==> src/rtl/mux_scan_pkg.sv <==
// Shared constants for the mux_4x1 scan sequencer: state encoding, channel
// geometry and reset values.
package mux_scan_pkg;

  localparam int NUM_CH = 4;
  localparam int SEL_W  = 2;

  typedef enum logic [1:0] {
    IDLE = 2'b00,
    SCAN = 2'b01,
    DONE = 2'b10
  } state_t;

  localparam logic [SEL_W-1:0]  SEL_RST    = 2'b00;
  localparam logic [NUM_CH-1:0] SAMPLE_RST = 4'b0000;

endpackage

==> src/rtl/mux_scan_ctrl_next_ch_find.sv <==
// Picks the next enabled channel: the lowest set mask bit when first=1,
// otherwise the lowest set bit strictly above cur.
module next_ch_find
  import mux_scan_pkg::*;
(
  input  logic [NUM_CH-1:0] mask,
  input  logic [SEL_W-1:0]  cur,
  input  logic              first,
  output logic [SEL_W-1:0]  nxt,
  output logic              found
);

  logic [NUM_CH-1:0] elig_s;

  // Restrict the mask to candidates, then priority-encode from bit 0 upward.
  always_comb begin
    elig_s = 4'b0000;
    nxt    = 2'b00;
    found  = 1'b0;
    if (first) begin
      elig_s = mask;
    end else begin
      elig_s = mask & (4'b1110 << cur);
    end
    casez (elig_s)
      4'b???1: begin nxt = 2'd0; found = 1'b1; end
      4'b??10: begin nxt = 2'd1; found = 1'b1; end
      4'b?100: begin nxt = 2'd2; found = 1'b1; end
      4'b1000: begin nxt = 2'd3; found = 1'b1; end
      default: begin nxt = 2'd0; found = 1'b0; end
    endcase
  end

endmodule

==> src/rtl/mux_scan_ctrl.sv <==
// Scan sequencer for mux_4x1: walks the enabled channels in ascending order,
// dwells on each, captures the mux output and reports a 4-bit snapshot.
module mux_scan_ctrl
  import mux_scan_pkg::*;
#(
  parameter int DWELL_W = 4
) (
  input  logic               clk,
  input  logic               rst_n,
  input  logic               start,
  input  logic [3:0]         ch_en,
  input  logic [DWELL_W-1:0] dwell,
  input  logic               mux_out,
  output logic [1:0]         sel,
  output logic               busy,
  output logic               done,
  output logic [3:0]         sample,
  output logic               sample_valid
);

  state_t             state_r;
  logic [DWELL_W-1:0] cnt_r;
  logic [DWELL_W-1:0] dwell_r;
  logic [NUM_CH-1:0]  mask_r;
  logic [SEL_W-1:0]   sel_r;
  logic [NUM_CH-1:0]  sample_r;
  logic               busy_r;
  logic               done_r;
  logic               valid_r;

  logic               is_idle_s;
  logic [NUM_CH-1:0]  find_mask_s;
  logic [SEL_W-1:0]   nxt_s;
  logic               found_s;

  // In IDLE the finder looks at the live mask for the first channel; during
  // SCAN it advances over the latched copy.
  always_comb begin
    is_idle_s = (state_r == IDLE);
    if (is_idle_s) begin
      find_mask_s = ch_en;
    end else begin
      find_mask_s = mask_r;
    end
  end

  next_ch_find u_next_ch_find (
    .mask  (find_mask_s),
    .cur   (sel_r),
    .first (is_idle_s),
    .nxt   (nxt_s),
    .found (found_s)
  );

  // Sequencer FSM with all outputs registered.
  always_ff @(posedge clk or negedge rst_n) begin
    if (!rst_n) begin
      state_r  <= IDLE;
      cnt_r    <= '0;
      dwell_r  <= '0;
      mask_r   <= 4'b0000;
      sel_r    <= SEL_RST;
      sample_r <= SAMPLE_RST;
      busy_r   <= 1'b0;
      done_r   <= 1'b0;
      valid_r  <= 1'b0;
    end else begin
      done_r <= 1'b0;
      case (state_r)
        IDLE: begin
          if (start) begin
            sample_r <= SAMPLE_RST;
            if (ch_en != 4'b0000) begin
              mask_r  <= ch_en;
              dwell_r <= dwell;
              cnt_r   <= dwell;
              sel_r   <= nxt_s;
              valid_r <= 1'b0;
              busy_r  <= 1'b1;
              state_r <= SCAN;
            end else begin
              done_r  <= 1'b1;
              valid_r <= 1'b1;
              state_r <= DONE;
            end
          end else begin
            state_r <= IDLE;
          end
        end
        SCAN: begin
          if (cnt_r != '0) begin
            cnt_r <= cnt_r - DWELL_W'(1);
          end else begin
            sample_r[sel_r] <= mux_out;
            if (found_s) begin
              sel_r <= nxt_s;
              cnt_r <= dwell_r;
            end else begin
              busy_r  <= 1'b0;
              done_r  <= 1'b1;
              valid_r <= 1'b1;
              state_r <= DONE;
            end
          end
        end
        DONE: begin
          state_r <= IDLE;
        end
        default: begin
          busy_r  <= 1'b0;
          state_r <= IDLE;
        end
      endcase
    end
  end

  assign sel          = sel_r;
  assign busy         = busy_r;
  assign done         = done_r;
  assign sample       = sample_r;
  assign sample_valid = valid_r;

endmodule
==> config.mk <==
export PLATFORM = sky130hd
export DESIGN_NAME = mux_scan_ctrl
export DESIGN_NICKNAME = d
export VERILOG_FILES = /design/src/rtl/mux_scan_pkg.sv /design/src/rtl/mux_scan_ctrl_next_ch_find.sv /design/src/rtl/mux_scan_ctrl.sv
export SDC_FILE = /design/constraint.sdc
export NUM_CORES = 1
export LEC_CHECK = 0
export CORE_UTILIZATION = 40
export CTS_CLUSTER_DIAMETER = 40
export DETAILED_ROUTE_END_ITERATION = 10
export SKIP_LAST_GASP = 1
export SLEW_MARGIN = 20
export SYNTH_ARGS = -nofsm -noshare
export SYNTH_HDL_FRONTEND = slang
export SYNTH_SLANG_ARGS = --single-unit
==> constraint.sdc <==
create_clock -name clk -period 5.35 [get_ports clk]
set_input_delay 0.535 -clock clk [delete_from_list [all_inputs] [get_ports clk]]
set_output_delay 0.535 -clock clk [all_outputs]
set_load 0.03 [all_outputs]
Word level (Yosys, flattened, before mapping)
Cells that the tools add are included.
W data, S select, Z words.
Word-level totals
  output and inout port bits: 9
  word-level logic and storage cells: 78
  register bits: 23
  bits of input ports: 12
Cells by class
  mux-type cells: 39
  equality and inequality tests: 11
  shifts and indexed selects: 1
  reductions and logical operators: 13
  $lt $le $gt $ge: 2
  bitwise gates (word level): 2
  add/subtract/negate cells: 1
Operators by type and width (count)
  $mux W4: 8
  $mux W2: 8
  $pmux W4 S2: 2
  $mux W1: 13
  $reduce_and A5 Y1: 2
  $ne A2 B2 Y1 const B: 4
  $pmux W2 S2: 2
  $reduce_and A4 Y1: 2
  $reduce_bool A4 Y1: 2
  $pmux W2 S3: 1
  $reduce_and A3 Y1: 2
  $and A4 B4 Y4: 1
  $bwmux W4: 1
  $eq A2 B2 Y1 const B: 2
  $eq A4 B4 Y1 const B: 1
  $pmux W1 S2: 2
  $reduce_or A4 Y1: 1
  $shl A4 B2 Y4 const A: 1
  $sub A4 B1 Y4 const B: 1
  $eq A3 B3 Y1 const B: 1
  $lt A2 B3 Y1 const B: 1
  $ne A3 B3 Y1 const B: 1
  $pmux W1 S3: 1
  $demux W1 S2: 1
  other kinds (8): 8

Longest topological paths before layout
  depth after elaboration: 10
  mapped depth: 6
  depth with buffers taken out: 6

Hierarchy
From an unflattened synthesis, not the netlist that was laid out.
Second synthesis, totals
  cell total of the unflattened synthesis: 115
  area, all modules: 1267.5 µm²
Modules (own cells, without submodules)
  mux_scan_ctrl: area an instance 1164.9 µm², times used 1, cells each 100
  next_ch_find: area an instance 102.6 µm², times used 1, cells each 15

Worst setup path after synthesis
No wires, ideal clock.
  path kind: input to register
  start point: input port ch_en[0]
  end point: register mask_r[1]
  path buffers: 2
  slack: 3505 ps
  data arrival time: 1719 ps
  stages on the path: 5
  setup time: 125 ps
  cell sequence: or4_1 buf_2 and2_4 buf_6 mux2_4
Between the ends
  word-level cells in the longest chain between the ends: 2
Ends and longest elaborated chain
  start, declared: line mux_scan_ctrl.sv:11  | input logic [3:0] ch_en,
  $reduce_bool A4 Y1: line mux_scan_ctrl.sv:73  | if (ch_en != 4'b0000) begin
  $reduce_and A3 Y1 (no line)
  end signal, assigned: line mux_scan_ctrl.sv:74  | mask_r <= ch_en;
  end, declared: line mux_scan_ctrl.sv:24  | logic [NUM_CH-1:0] mask_r;
Every way passes these cells.
A chain may end at the register's enable or synchronous reset.

Worst setup path after layout
  start point: input port ch_en[1]
  end point: register sel_r[1] (netlist: sel[1])
Between the ends
  word-level cells in the longest chain between the ends: 8
  elaborated cells on any way between the ends: 18
  classes of those cells: 5 x eq/ne; 9 x mux; 1 x bitwise; 3 x reduce/logical
Ends and longest elaborated chain
  $mux W4: line mux_scan_ctrl.sv:40  | if (is_idle_s) begin
  $and A4 B4 Y4: line mux_scan_ctrl_next_ch_find.sv:23  | elig_s = mask & (4'b1110 << cur);
  $mux W4: line mux_scan_ctrl_next_ch_find.sv:20  | if (first) begin
  $eq A4 B4 Y1 (tied with other cells): line mux_scan_ctrl_next_ch_find.sv:25  | casez (elig_s)
  $pmux W2 S3 or $reduce_or A4 Y1 (tied branches)
  $mux W2 (tied with other cells): line mux_scan_ctrl.sv:95  | if (found_s) begin
  $mux W2 (tied with other cells): line mux_scan_ctrl.sv:91  | if (cnt_r != '0) begin
  $pmux W2 S2 or $reduce_and A5 Y1 (tied branches)
  end signal, assigned: line mux_scan_ctrl.sv:77  | sel_r <= nxt_s;
  end signal, assigned: line mux_scan_ctrl.sv:96  | sel_r <= nxt_s;
  end, declared: line mux_scan_ctrl.sv:25  | logic [SEL_W-1:0] sel_r;
Parallel ways exist; a longest one is shown, timed or not. The select of a mux whose other input is x is not followed.

==> run metrics <==
Max Freq=452.7 MHz; top-level I/O count=21; clock tree buffer depth=2; EDFF count, synth=0; Antenna Nets Post-Route=0; Post-route DRC=1; Max Clock Skew=0.003029 ns; total leakage power=0.6396 nW; number of hold violations in the final report=0; clock latency on the worst-skew pair=around 0.3 ns; Net Sw Frac=45.02%; vias per std cell=5.978; type of destination of the critical path=flip-flop; max-cap check violation count=0; required time of the worst setup path=approximately 5.6 ns; number of CTS-inserted buffers=3; die area=0.003352 mm^2; Clk pin slew, worst setup/hold paths=around 0.12 ns; share of post-route cells with drive strength above 1=~8.7%; RSZ-0062 raised after global routing=false; net load switching power=0.3969 mW; clock tree from TritonCTS=yes; measured slew at the worst slew-check pin=0.6544 ns; CTS Root Buffer Type=sky130_fd_sc_hd__clkbuf_4; Async SR Flop Fraction=between 90% and 100%; Register-to-Register Path Depth=6; GRT Resource Usage Total=between 10% and 20%; synthesis-stage register bit count=22; number of warnings printed during yosys synthesis=0; number of buffers inserted by post-CTS setup repair=0; total power consumption of the routed design=around 0.88 mW; floorplan die width=57.90 um; clock sink count=22; Fin Setup TNS=0 ns; I/O Buffers=20; critical path launch point type=input port; fillers=around 270; antenna violations before repair=0; worst-case headroom to the max-slew limit=56.19%; Max FO, Critical Path=12; critical path type=in2reg; wire length of the first global-routing pass=just under 5000 um; post-synthesis cell count=about 130; DPL Wire Length=between 2000 and 2500 um; proportion of power drawn by combinational gates=roughly 56%; Starting Density=between 40% and 50%; Mean Syn Cell Area=about 9.5 um^2; leftover overflow at the end of global routing=0; share of power burned in registers=~36%; fin crit period=2.209 ns; relative contribution of the clock network to total power=8.5%; Setup violations, final=0; antenna fix cells=0; largest net degree at the start of global routing=23; Max H-tree Level=1; count of final max-slew check failures=0; syn_nets=~150; Internal Power=about 0.48 mW; final net count=approximately 170; DRC marker count from the first detailed-route iteration=44; routed wirelength normalized by instance count=between 15 and 20 um; Hold Path Class=in2async; violations in the final reports=DRC; sequential-to-total area share from yosys stat=between 40% and 50%; Worst IR Drop VDD=0.0002484 V; area overhead of the layout relative to synthesis=17.62%; reg-to-reg slack, setup=between 3 and 4 ns; Routability Congestion=0.8466; arrival time of the worst setup path=around 2.4 ns; combined area of all synthesized cells=0.001250 mm^2; Top FF cell, synth=sky130_fd_sc_hd__dfrtp_1; status=finished with violations; height of the die=between 50 and 60 um; first-pass iteration count of the detailed router=8; total via count after detailed routing=1082; standard-cell rows=19; aggregate routed wire length=roughly 2800 um; number of hold-repair buffers added at the cts stage=0; power per unit of standard cell area=around 600 mW/mm^2; vias in the first global route=1061; CTS-repair resized insts=0; Cell variety after synth=40; Core ar.=around 0.0029 mm^2; final worst path period share=between 40% and 50%
[synthesized netlist by cell type, types with 2 or more instances]
cell	number	area, um^2
sky130_fd_sc_hd__nor2b_1	3	18.77
sky130_fd_sc_hd__o21ai_0	9	45.04
sky130_fd_sc_hd__inv_1	7	26.28
sky130_fd_sc_hd__dfrtp_1	22	550.5
sky130_fd_sc_hd__o31ai_1	2	15.01
sky130_fd_sc_hd__a22o_1	3	26.28
sky130_fd_sc_hd__o22ai_1	6	37.54
sky130_fd_sc_hd__nand2_1	25	93.84
sky130_fd_sc_hd__nor3b_2	2	25.02
sky130_fd_sc_hd__a311oi_1	2	17.52
sky130_fd_sc_hd__mux2i_1	7	70.07
sky130_fd_sc_hd__nand3_1	2	10.01
sky130_fd_sc_hd__nand2b_1	3	18.77
sky130_fd_sc_hd__buf_2	2	10.01
sky130_fd_sc_hd__nor3_1	3	15.01
sky130_fd_sc_hd__nor2_1	4	15.01
sky130_fd_sc_hd__a21oi_1	5	25.02
sky130_fd_sc_hd__buf_6	2	22.52
sky130_fd_sc_hd__a31oi_1	2	12.51
[logic make-up after synthesis]
group           after synthesis  share of synthesized area (%)
compound gates               39                          21.52
flops                        22                          44.04
mux                          10                          8.808
simple gates                 48                          19.62
fa+ha+maj                     1                          1.001
buf+inv                      12                          5.005
[metal layers]
| metal | wire [um] | global-route usage [%] |
|---|---|---|
| met4 | 17 | 8.163 |
| met3 | 168 | 3.571 |
| met5 | 0 | 0 |
| met2 | 1386 | 30.38 |
| met1 | 1274 | 25.18 |
[cell usage in the layout, fill, tap and decap left out, types with 2 or more instances in the layout]
| cell type | count |
|---|---|
| sky130_fd_sc_hd__a21oi_1 | 5 |
| sky130_fd_sc_hd__a22o_1 | 3 |
| sky130_fd_sc_hd__a311oi_1 | 2 |
| sky130_fd_sc_hd__a31oi_1 | 2 |
| sky130_fd_sc_hd__clkbuf_4 | 3 |
| sky130_fd_sc_hd__clkdlybuf4s50_1 | 19 |
| sky130_fd_sc_hd__dfrtp_1 | 22 |
| sky130_fd_sc_hd__inv_1 | 7 |
| sky130_fd_sc_hd__mux2i_1 | 7 |
| sky130_fd_sc_hd__nand2_1 | 25 |
| sky130_fd_sc_hd__nand2b_1 | 3 |
| sky130_fd_sc_hd__nand3_1 | 2 |
| sky130_fd_sc_hd__nor2_1 | 4 |
| sky130_fd_sc_hd__nor2b_1 | 3 |
| sky130_fd_sc_hd__nor3_1 | 3 |
| sky130_fd_sc_hd__nor3b_2 | 2 |
| sky130_fd_sc_hd__o21ai_0 | 9 |
| sky130_fd_sc_hd__o22ai_1 | 6 |
| sky130_fd_sc_hd__o31ai_1 | 2 |
[metrics by stage]
stage                     instances  hold WS [ns]  util (%)  cell area [um^2]  setup WS, ns
after floorplan                 132        0.2394         -              1250         3.505
after global placement          178        0.4665     50.92              1453         2.912
after detailed placement        178        0.4674     50.92              1453         2.833
after CTS                       181        0.4974     51.71              1475         3.159
after global routing            181        0.2061     51.54              1470         2.962
final                           181        0.1814     51.54              1470         3.141
[sequential cells by signal, summed over array words and instances (netlist names)]
signal,cells
dwell_r,4
mask_r,3
state_r,2
sample_valid,1
cnt_r,4
sample,4
busy,1
sel,2
done,1
[path summary, 6_finish.rpt]
path                                   startpoint                      to
setup reg to reg             cnt_r[0]$_DFFE_PN0P_      sel[1]$_DFFE_PN0P_
setup / recovery                         ch_en[1]      sel[1]$_DFFE_PN0P_
hold reg to reg            dwell_r[0]$_DFFE_PN0P_  dwell_r[0]$_DFFE_PN0P_
max in group asynchronous                   rst_n      sel[1]$_DFFE_PN0P_
hold / removal                              rst_n   mask_r[1]$_DFFE_PN0P_
min in group clk           dwell_r[0]$_DFFE_PN0P_  dwell_r[0]$_DFFE_PN0P_
[power groups by stage]
stage          Combinational [mW]  Sequential, mW  Clock, mW
3_5_place_dp                0.491           0.317          0
2_1_floorplan               0.322           0.349          0
6_report                    0.492           0.315     0.0753
4_1_cts                     0.494           0.313     0.0799
5_1_grt                     0.544           0.328     0.0853
3_3_place_gp                0.484           0.317          0
[critical path: stages]
cell and delay (ns):
sky130_fd_sc_hd__clkdlybuf4s50_1 0.48, sky130_fd_sc_hd__or4_1 0.66, sky130_fd_sc_hd__nand2_1 0.37, sky130_fd_sc_hd__nand2_1 0.11
sky130_fd_sc_hd__a32o_1 0.25
[final cells by class]
class                   instances  area, um^2  share of cell area, %
flip-flops and latches         22       550.5                  37.45
multi-input cells              98       636.9                  43.32
clock buffers                   3       22.52                  1.532
well taps                      31       38.79                  2.638
inverters                       7       26.28                  1.787
repair buffers                 20       195.2                  13.28
Note: power is estimated with default switching activity, not from simulation.
